$ cat config.mk
export PLATFORM = sky130hd
export DESIGN_NAME = hazard_ctrl_unit
export DESIGN_NICKNAME = d
export VERILOG_FILES = /design/src/rtl/pipe_pkg.sv /design/src/rtl/fwd_sel.sv /design/src/rtl/hazard_ctrl_unit.sv
export SDC_FILE = /design/constraint.sdc
export NUM_CORES = 1
export LEC_CHECK = 0
export CORE_MARGIN = 8
export CORE_UTILIZATION = 30
export CTS_CLUSTER_SIZE = 20
export DETAILED_ROUTE_END_ITERATION = 10
export GPL_TIMING_DRIVEN = 0
export SLEW_MARGIN = 20
export SYNTH_ARGS = -nofsm -noshare
export SYNTH_HDL_FRONTEND = slang
export SYNTH_SLANG_ARGS = --single-unit
$ cat constraint.sdc
create_clock -name Clk -period 3.3 [get_ports Clk]
set_input_delay 0.495 -clock Clk [delete_from_list [all_inputs] [get_ports Clk]]
set_output_delay 0.495 -clock Clk [all_outputs]
set_load 0.03 [all_outputs]
$ cat src/rtl/pipe_pkg.sv
// Shared pipeline definitions for the hazard controller.
// Holds the hazard-FSM state encoding, the operand-forwarding select codes
// and the default register-address width.
package pipe_pkg;

    localparam int unsigned NREG_W = 5;
    localparam int unsigned FW_W   = 2;
    localparam int unsigned ST_W   = 2;

    // Hazard FSM states; encoding 3 is unused and decodes as RUN.
    typedef enum logic [ST_W-1:0] {
        RUN   = 2'd0,
        STALL = 2'd1,
        FLUSH = 2'd2
    } hcu_state_e;

    // Operand source selects for the EX-stage operand muxes.
    localparam logic [FW_W-1:0] FW_RF  = 2'b00;
    localparam logic [FW_W-1:0] FW_EX  = 2'b01;
    localparam logic [FW_W-1:0] FW_MEM = 2'b10;
    localparam logic [FW_W-1:0] FW_WB  = 2'b11;

endpackage

$ cat src/rtl/fwd_sel.sv
// Operand forwarding select for one ID-stage source register.
// Ports:
//   rx_i                 source register number
//   use_i                instruction actually reads this operand
//   ex_/mem_/wb_rd_i     destination register of each later stage
//   ex_/mem_/wb_rf_le_i  that stage will write the register file
//   ex_load_i            EX holds a load (its data is not ready yet)
//   sel_o                FW_RF / FW_EX / FW_MEM / FW_WB
module fwd_sel
    import pipe_pkg::*;
#(
    parameter int unsigned REG_W = NREG_W
) (
    input  logic [REG_W-1:0] rx_i,
    input  logic             use_i,
    input  logic [REG_W-1:0] ex_rd_i,
    input  logic             ex_rf_le_i,
    input  logic             ex_load_i,
    input  logic [REG_W-1:0] mem_rd_i,
    input  logic             mem_rf_le_i,
    input  logic [REG_W-1:0] wb_rd_i,
    input  logic             wb_rf_le_i,
    output logic [FW_W-1:0]  sel_o
);

    // Youngest producer wins; r0 never forwards. A load in EX is skipped so
    // an older MEM/WB value can still be picked (the load-use stall covers it).
    always_comb begin
        sel_o = FW_RF;
        if (use_i && (rx_i != '0)) begin
            if (ex_rf_le_i && !ex_load_i && (ex_rd_i == rx_i)) begin
                sel_o = FW_EX;
            end else if (mem_rf_le_i && (mem_rd_i == rx_i)) begin
                sel_o = FW_MEM;
            end else if (wb_rf_le_i && (wb_rd_i == rx_i)) begin
                sel_o = FW_WB;
            end
        end
    end

endmodule

$ cat src/rtl/hazard_ctrl_unit.sv
// Pipeline sequencing controller for the 5-stage core (IF, ID, EX, MEM, WB).
// Compares ID source registers against EX/MEM/WB destinations and drives
// operand forwarding, load-use / branch-operand bubbles and delay-slot
// squashing. LE/S/flush_ifid/fw_* are combinational; the FSM only records
// history (state_out) and the saturating event counters.
// Ports:
//   Clk, Rst                 clock, synchronous active-low reset
//   id_ra/id_rb, id_use_a/b  ID source registers and their use flags
//   id_is_branch             ID branch needs its operands in ID
//   br_taken, br_nullify     branch outcome and nullify bit
//   ex/mem/wb_rd, *_rf_le    stage destinations and write enables
//   ex_load                  EX holds a load
//   LE, S, flush_ifid        PC/IF-ID enable, bubble select, IF/ID squash
//   fw_a, fw_b               operand forwarding selects
//   stall_cnt, flush_cnt     saturating event counters
//   state_out                current FSM state
module hazard_ctrl_unit
    import pipe_pkg::*;
#(
    parameter int unsigned CNT_W  = 16,
    parameter int unsigned NREG_W = pipe_pkg::NREG_W
) (
    input  logic              Clk,
    input  logic              Rst,
    input  logic [NREG_W-1:0] id_ra,
    input  logic [NREG_W-1:0] id_rb,
    input  logic              id_use_a,
    input  logic              id_use_b,
    input  logic              id_is_branch,
    input  logic              br_taken,
    input  logic              br_nullify,
    input  logic [NREG_W-1:0] ex_rd,
    input  logic [NREG_W-1:0] mem_rd,
    input  logic [NREG_W-1:0] wb_rd,
    input  logic              ex_rf_le,
    input  logic              mem_rf_le,
    input  logic              wb_rf_le,
    input  logic              ex_load,
    output logic              LE,
    output logic              S,
    output logic              flush_ifid,
    output logic [FW_W-1:0]   fw_a,
    output logic [FW_W-1:0]   fw_b,
    output logic [CNT_W-1:0]  stall_cnt,
    output logic [CNT_W-1:0]  flush_cnt,
    output logic [ST_W-1:0]   state_out
);

    logic [FW_W-1:0]  fwa_raw;
    logic [FW_W-1:0]  fwb_raw;
    logic             ex_writes;
    logic             ex_dep;
    logic             lu;
    logic             nul;
    hcu_state_e       state_q;
    logic [CNT_W-1:0] stall_cnt_q;
    logic [CNT_W-1:0] flush_cnt_q;

    fwd_sel #(.REG_W(NREG_W)) u_fwd_a (
        .rx_i        (id_ra),
        .use_i       (id_use_a),
        .ex_rd_i     (ex_rd),
        .ex_rf_le_i  (ex_rf_le),
        .ex_load_i   (ex_load),
        .mem_rd_i    (mem_rd),
        .mem_rf_le_i (mem_rf_le),
        .wb_rd_i     (wb_rd),
        .wb_rf_le_i  (wb_rf_le),
        .sel_o       (fwa_raw)
    );

    fwd_sel #(.REG_W(NREG_W)) u_fwd_b (
        .rx_i        (id_rb),
        .use_i       (id_use_b),
        .ex_rd_i     (ex_rd),
        .ex_rf_le_i  (ex_rf_le),
        .ex_load_i   (ex_load),
        .mem_rd_i    (mem_rd),
        .mem_rf_le_i (mem_rf_le),
        .wb_rd_i     (wb_rd),
        .wb_rf_le_i  (wb_rf_le),
        .sel_o       (fwb_raw)
    );

    // ID depends on a live EX result. Loads stall everyone; a branch also
    // stalls on a plain ALU result since it resolves in ID and can only take
    // operands forwarded from MEM onwards.
    assign ex_writes = ex_rf_le && (ex_rd != '0);
    assign ex_dep    = ex_writes && ((id_use_a && (ex_rd == id_ra)) ||
                                     (id_use_b && (ex_rd == id_rb)));
    assign lu        = ex_dep && (ex_load || id_is_branch);

    // A branch seen during a bubble is ignored and re-evaluated afterwards.
    assign nul       = br_taken && br_nullify && !lu;

    // Sequencing outputs; reset pumps NOPs while PC keeps advancing.
    always_comb begin
        LE         = 1'b1;
        S          = 1'b0;
        flush_ifid = 1'b0;
        fw_a       = fwa_raw;
        fw_b       = fwb_raw;
        if (!Rst) begin
            S          = 1'b1;
            flush_ifid = 1'b1;
            fw_a       = FW_RF;
            fw_b       = FW_RF;
        end else if (lu) begin
            LE = 1'b0;
            S  = 1'b1;
        end else if (nul) begin
            flush_ifid = 1'b1;
        end
    end

    // History FSM and saturating counters.
    always_ff @(posedge Clk) begin
        if (!Rst) begin
            state_q     <= RUN;
            stall_cnt_q <= '0;
            flush_cnt_q <= '0;
        end else begin
            case (state_q)
                STALL:   state_q <= lu ? STALL : (nul ? FLUSH : RUN);
                FLUSH:   state_q <= lu ? STALL : (nul ? FLUSH : RUN);
                default: state_q <= lu ? STALL : (nul ? FLUSH : RUN);
            endcase
            if (lu && (stall_cnt_q != '1)) begin
                stall_cnt_q <= stall_cnt_q + CNT_W'(1);
            end
            if (nul && (flush_cnt_q != '1)) begin
                flush_cnt_q <= flush_cnt_q + CNT_W'(1);
            end
        end
    end

    assign state_out = state_q;
    assign stall_cnt = stall_cnt_q;
    assign flush_cnt = flush_cnt_q;

endmodule

==> out/results.tsv, run 1 <==
stage	metric	value	unit
outcome	status	finished, final reports clean	
grt	grt_pass1_wl	11500	microns
sta	slew_viol_final	0	
final_layout	final_cell_mix	clkdlybuf4s50_1 (71), nand2_1 (34), dfxtp_1 (34), xor2_1 (27), nand3_1 (16)	
worst_setup_path	cp-start-kind	input port	
clock_network	hold_buffers	0	
sta	finalWorstSetupSlack	0.101	ns
route	first_pass_iters	4	
placed_design	numPortBuffers	76	
worst_setup_path	cp_max_fo	4	
final_layout	multiInputGateArea	1520	sq um
grt	grt_max_degree	17	
flow_run	maxCapViolations	0	
sta	rsz0062_at_grt	no	
synthesis	synth_edf_count	0	
floorplanning	die_area	10500	sq um
synthesis	synth_area	2250	sq um
clock_network	clkTransAtPathRegs	0.07	ns
synthesis	async_flop_share	0	%
floorplanning	rows	31	
final_layout	final.fill_count	751	
synthesis	synth_area_per_cell	7.80	sq um
power	p_leak	1.08	nW
final_layout	final_cells	469	
final_layout	antenna_cells	0	
sta	fmax	313	MHz
placed_design	hpwl	5640	microns
synthesis	ys_ff_latch	34	
floorplanning	fp.dieW	103	microns
power	power.density	267	nW/um^2
hold_path	hold_path.class	flip-flop to flip-flop	
placed_design	placedCellCount	464	
final_layout	syn_to_final_growth	43.2	%
worst_setup_path	crit_type	input port to output port	
clock_network	root_buffer	clkbuf_8	
clock_network	h-tree-depth	2	
sta	slew_headroom	58.4	%
sta	report.final.hold_viol_count	0	
sta	setup_viol	0	
sta	post-route-min-period	3.20	ns
floorplanning	io_pins	77	
final_layout	regArea	681	sq um
clock_network	cts_made_buffers	5	
grt	antenna_found_initial	0	
sta	worst_slew_pin_slew	0.624	ns
route	wl	7170	microns
final_layout	final_common_cell	clkdlybuf4s50_1	
clock_network	clock_path_buffers	2	
floorplanning	core	7250	sq um
sta	post-route-period-util	96.9	%
grt	grt_overflow_total	0	
worst_setup_path	crit_path_end_kind	output port	
worst_setup_path	required	2.80	ns
sta	fin_skew	0.00323	ns
route	drcViolationCount	0	
synthesis	yosysWarnings	0	
route	avgRoutedWirePerCell	15.3	microns
clock_network	clkLatencyLatePin	0.29	ns
grt	grt_pass1_vias	2282	
floorplanning	die_y	103	microns
placed_design	place_ws	-0.424	ns
placed_design	place.gp.congestion	0.823	
synthesis	syn_inst	289	
synthesis	synth_nets	327	
synthesis	ys.flop_type	dfxtp_1	
final_layout	nets	408	
route	drtAntennaViolNets	0	
clock_network	cts_tree	built	
clock_network	cts_sinks	34	
floorplanning	start_util	31.1	%
power	peakVddDrop	115	uV
grt	grtUsageTotal	13.7	%
route	drt_iter0_markers	96	
worst_setup_path	arrival	2.70	ns
synthesis	synth.distinct_cells	37	
clock_network	cts_setup_buffers	0	
route	vias	2371	
route	via_per_inst	5.06	
final_layout	drive_gt1_share	5.41	%
synthesis	ys_seq_area_share	30.2	%
[worst max-delay path, stage by stage]
cell and delay, ns:
clkdlybuf4s50_1 0.52, xor2_1 0.19, nor4_1 0.38, and3_1 0.24, nand2_1 0.06, a21oi_1 0.12, clkdlybuf4s50_1 0.70
[cell type report]
type / count / area share [%]
Clock buffer: 7 / 2.36
Timing Repair Buffer: 76 / 23.6
Inverter: 4 / 0.465
Tap cell: 99 / 3.84
Buffer: 12 / 1.63
Multi-Input combinational cell: 237 / 47.1
Sequential cell: 34 / 21.1
[report_power, final]
part | switching (W) | total (W) | internal, W | leakage (nW)
Clock | 0.000150 | 0.000295 | 0.000145 | 0.0383
Sequential | 0.00000353 | 0.000416 | 0.000413 | 0.274
Combinational | 0.0000788 | 0.000152 | 0.0000734 | 0.765
Total | 0.000232 | 0.000864 | 0.000631 | 1.08
[Yosys cell counts (2+ instances only)]
master | n | area share (%)
a21oi_1 | 13 | 2.9
and2_1 | 5 | 1.4
and3_1 | 5 | 1.4
buf_2 | 5 | 1.1
clkbuf_1 | 9 | 1.5
dfxtp_1 | 34 | 30
ha_1 | 2 | 1.1
inv_1 | 4 | 0.67
mux2i_1 | 13 | 5.8
nand2_1 | 35 | 5.8
nand2b_1 | 15 | 4.2
nand3_1 | 16 | 3.6
nand4_1 | 10 | 2.8
nand4b_1 | 2 | 0.78
nor2_1 | 14 | 2.3
nor2b_1 | 2 | 0.55
nor3_1 | 14 | 3.1
nor3b_1 | 2 | 0.67
nor4_1 | 7 | 1.9
nor4_2 | 3 | 1.7
o211ai_1 | 5 | 1.7
o21ai_0 | 11 | 2.4
o21ai_1 | 2 | 0.44
o31ai_1 | 5 | 1.7
or3_1 | 10 | 2.8
or4_1 | 6 | 2.0
xnor2_1 | 4 | 1.6
xor2_1 | 27 | 10
[logic make-up (layout without fill, tap and decap cells)]
| family | Yosys count | count (layout) | share of synthesized area, % |
|---|---|---|---|
| and+or+nand+nor | 148 | 148 | 35.8 |
| AOI/OAI and AO/OA | 43 | 43 | 11.8 |
| muxes | 13 | 13 | 5.77 |
| buffers and inverters | 18 | 99 | 3.27 |
| xor gates and xnor gates | 31 | 31 | 12.0 |
| adders and majority gates | 2 | 2 | 1.11 |
| DFF | 34 | 34 | 30.2 |
[final timing paths]
kind,cells past startpoint,from,endpoint,slack (ns)
hold / removal,2,flush_cnt[9]$_SDFFE_PN0P_,flush_cnt[9]$_SDFFE_PN0P_,0.49
setup reg to reg,7,flush_cnt[0]$_SDFFE_PN0P_,flush_cnt[2]$_SDFFE_PN0P_,1.17
hold reg to reg,2,flush_cnt[9]$_SDFFE_PN0P_,flush_cnt[9]$_SDFFE_PN0P_,0.49
setup / recovery,7,id_ra[3],fw_a[0],0.10
[routing by layer]
metal,global-route usage (%),vias to the layer above,share of wire [%]
li1,-,1204,-
met3,3.98,9,6.2
met4,4.06,0,1.2
met1,17.0,1108,46
met2,22.4,50,46
met5,0,-,0
[state kept, by name, summed over array words and instances (netlist names)]
register / flops
flush_cnt: 16
stall_cnt: 16
state_out: 2
[per-stage QoR]
step / hold slack (ns) / instance area (sq um) / power (W) / utilization [%] / TNS [ns]
3_3_place_gp: 0.476 / 3140 / 0.000573 / 43.3 / -1.10
5_1_grt: 0.529 / 3230 / 0.000907 / 44.5 / 0
2_1_floorplan: 0.599 / 2250 / 0.000492 / - / 0
4_1_cts: 0.492 / 3210 / 0.000871 / 44.3 / 0
3_5_place_dp: 0.482 / 3140 / 0.000575 / 43.3 / -1.03
6_report: 0.491 / 3230 / 0.000864 / 44.5 / 0
[repair_timing]
action,4_1_cts,5_1_grt
endpoints found under the setup margin,3,6
resized for setup,6,9
pin swaps,0,0
Power figures use the tool's default switching activity.
==> run 2, diff against run 1 <==
Settings changed: CAP_MARGIN set to 40, GPL_TIMING_DRIVEN 0 to 1, SYNTH_HIERARCHICAL set to 1.
==> out/results.tsv, run 2 <==
stage	metric	value	unit	change
outcome	status	finished, final reports clean		
worst_setup_path	crit_type	input port to output port		
floorplanning	die_area	11100	sq um	+4.8%
route	first_pass_iters	4		unchanged
placed_design	hpwl	5610	microns	-0.45%
synthesis	syn_inst	290		+0.35%
final_layout	multiInputGateArea	1630	sq um	+7.0%
synthesis	async_flop_share	0	%	unchanged
clock_network	clock_path_buffers	2		unchanged
floorplanning	io_pins	77		unchanged
sta	fmax	316	MHz	+1.1%
floorplanning	fp.dieW	105	microns	+2.4%
sta	setup_viol	0		unchanged
synthesis	synth_edf_count	0		unchanged
route	via_per_inst	5.13		+1.5%
sta	slew_headroom	59.7	%	+1.2 points
power	peakVddDrop	147	uV	+28%
sta	finalWorstSetupSlack	0.137	ns	+0.0361 ns
placed_design	place_ws	-0.107	ns	+0.317 ns
synthesis	synth_area_per_cell	8.22	sq um	+5.4%
clock_network	hold_buffers	0		unchanged
worst_setup_path	r2r_slack	1.10	ns	-0.07 ns
sta	post-route-min-period	3.16	ns	-0.0361 ns
hold_path	hold_path.class	flip-flop to flip-flop		
sta	post-route-period-util	95.8	%	-1.1 points
power	power.density	288	nW/um^2	+7.9%
synthesis	yosysMostFrequentCell	dfxtp_1		
route	avgRoutedWirePerCell	15.1	microns	-1.0%
placed_design	numPortBuffers	76		unchanged
grt	antenna_found_initial	0		unchanged
worst_setup_path	cp_max_fo	5		+1
clock_network	cts_sinks	34		unchanged
grt	grt_max_degree	28		+11
synthesis	synth.distinct_cells	43		+16%
final_layout	final_cell_mix	clkdlybuf4s50_1 (69), dfxtp_1 (34), nand2_1 (31), xor2_1 (25), xnor2_1 (16)		
synthesis	ys_ff_latch	34		unchanged
synthesis	synth_compound_area_share	13.6	%	+1.8 points
route	vias	2426		+2.3%
synthesis	synth_area	2380	sq um	+5.7%
placed_design	place.gp.congestion	0.845		+2.7%
worst_setup_path	crit_path_end_kind	output port		
synthesis	synth_top_family_by_area	simple AND/OR/NAND/NOR gates		
final_layout	final_cells	473		+0.85%
synthesis	synth_xor_area_share	15.1	%	+3.0 points
sta	worst_slew_pin_slew	0.605	ns	-0.0187 ns
synthesis	synthSimpleGateAreaFrac	34.3	%	-1.5 points
sta	fin_skew	0.00770	ns	+0.00447 ns
synthesis	muxShareOfSynthArea	4.20	%	-1.6 points
route	wl	7160	microns	-0.18%
final_layout	antenna_cells	0		unchanged
clock_network	cts_setup_buffers	0		unchanged
grt	grt_pass1_wl	11700	microns	+2.0%
worst_setup_path	cp-start-kind	input port		
clock_network	clkTransAtPathRegs	0.07	ns	about the same
route	drcViolationCount	0		unchanged
synthesis	ys_seq_area_share	28.6	%	-1.6 points
clock_network	root_buffer	clkbuf_8		
floorplanning	core	7730	sq um	+6.5%
clock_network	clkLatencyLatePin	0.29	ns	about the same
final_layout	final_common_cell	clkdlybuf4s50_1		
final_layout	design_area	3390	sq um	+4.9%
final_layout	syn_to_final_growth	42.1	%	
final_layout	nets	408		unchanged
clock_network	cts_made_buffers	5		unchanged
placed_design	placed_cell_area	3280	sq um	+4.4%
synthesis	synthTopCellsByArea	dfxtp_1 (29%), xor2_1 (9.2%), xnor2_1 (5.9%)		
power	p_leak	1.17	nW	+8.5%
synthesis	yosys.area.top_type	dfxtp_1		
clock_network	h-tree-depth	2		unchanged
synthesis	synth-adder-area-share	1.05	%	-0.060 points
final_layout	final.fill_count	798		+6.3%
sta	rsz0062_at_grt	no		
floorplanning	die_y	105	microns	+2.4%
clock_network	cts_tree	built		
synthesis	synth_top_area_share	28.6	%	-1.6 points
grt	grtUsageTotal	12.9	%	-0.86 points
synthesis	ys.flop_type	dfxtp_1		
floorplanning	rows	32		+3.2%
route	drt_iter0_markers	89		-7.3%
final_layout	regArea	681	sq um	unchanged
flow_run	maxCapViolations	0		unchanged
synthesis	yosys-top-cells-count	dfxtp_1 (34), nand2_1 (31), xor2_1 (25), xnor2_1 (16)		
synthesis	synth_nets	328		+0.31%
final_layout	drive_gt1_share	7.82	%	+2.4 points
synthesis	yosysWarnings	6		+6
grt	grt_pass1_vias	2359		+3.4%
worst_setup_path	arrival	2.67	ns	-0.03 ns
sta	report.final.hold_viol_count	0		unchanged
floorplanning	start_util	30.8	%	-0.24 points
route	drtAntennaViolNets	0		unchanged
sta	slew_viol_final	0		unchanged
grt	grt_overflow_total	0		unchanged
worst_setup_path	required	2.80	ns	about the same
placed_design	placedCellCount	465		+0.22%
run 2: cells by family (layout without fill, tap and decap cells):
kind of cell	count (synthesis)	after routing
AO/OA/AOI/OAI	50	50
XOR/XNOR	41	41
adder cells (fa/ha/maj)	2	2
buffers and inverters	17	98
flip-flops	34	34
multiplexers	10	10
AND/OR/NAND/NOR	136	136
run 2: routing by layer:
metal / track usage [%] / share of wire, % / wire length, microns
met5: 0 / 0 / 0
met4: 3.57 / 1.8 / 128
met2: 20.2 / 46 / 3280
met1: 16.2 / 47 / 3340
met3: 4.55 / 5.8 / 416
run 2: final timing paths:
check / startpoint / to / cells after the start
worst max-delay path: id_ra[2] / fw_a[1] / 8
worst min-delay path: flush_cnt[4]$_SDFFE_PN0P_ / flush_cnt[4]$_SDFFE_PN0P_ / 2
worst max register to register: stall_cnt[0]$_SDFFE_PN0P_ / stall_cnt[14]$_SDFFE_PN0P_ / 6
worst min register to register: flush_cnt[4]$_SDFFE_PN0P_ / flush_cnt[4]$_SDFFE_PN0P_ / 2
run 2: stage by stage:
stage               hold WS (ns)  util, %  TNS, ns  power [W]
floorplan                  0.595        -        0   0.000509
global placement           0.469     42.4   -0.129   0.000601
detailed placement         0.478     42.4   -0.136   0.000603
CTS                        0.488     43.8        0   0.000982
global route               0.515     43.8        0    0.00102
finish                     0.487     43.8        0   0.000977
run 2: timing repair:
action / in CTS / in global routing
gates cloned: 0 / 0
gates resized for setup: 2 / 2
endpoints found under the setup margin: 2 / 2
run 2: layout make-up:
| class | count | share of cell area (%) |
|---|---|---|
| Clock buffer | 7 | 2.25 |
| Clock inverter | 1 | 0.887 |
| Inverter | 4 | 0.443 |
| Tap cell | 102 | 3.77 |
| Multi-Input combinational cell | 239 | 48.0 |
| Sequential cell | 34 | 20.1 |
| Timing Repair Buffer | 86 | 24.5 |
run 2: report_power, final:
group	internal [W]	switching, W	leakage [nW]
clock network	0.000226	0.000158	0.0524
logic	0.0000873	0.0000909	0.842
registers	0.000412	0.00000202	0.274
run 2: worst max-delay path, cell delays in order:
cell	delay, ns
clkdlybuf4s50_1	0.56
xor2_1	0.22
nor4_1	0.38
and3_1	0.25
a31oi_1	0.06
nor3b_2	0.17
and2_1	0.13
dlygate4sd2_1	0.40
==> run 3, diff against run 2 <==
Settings changed: CAP_MARGIN 40 to not set.
==> results of run 3 <==
Same layout as run 2: the final DEF is identical, and so are final timing and power.
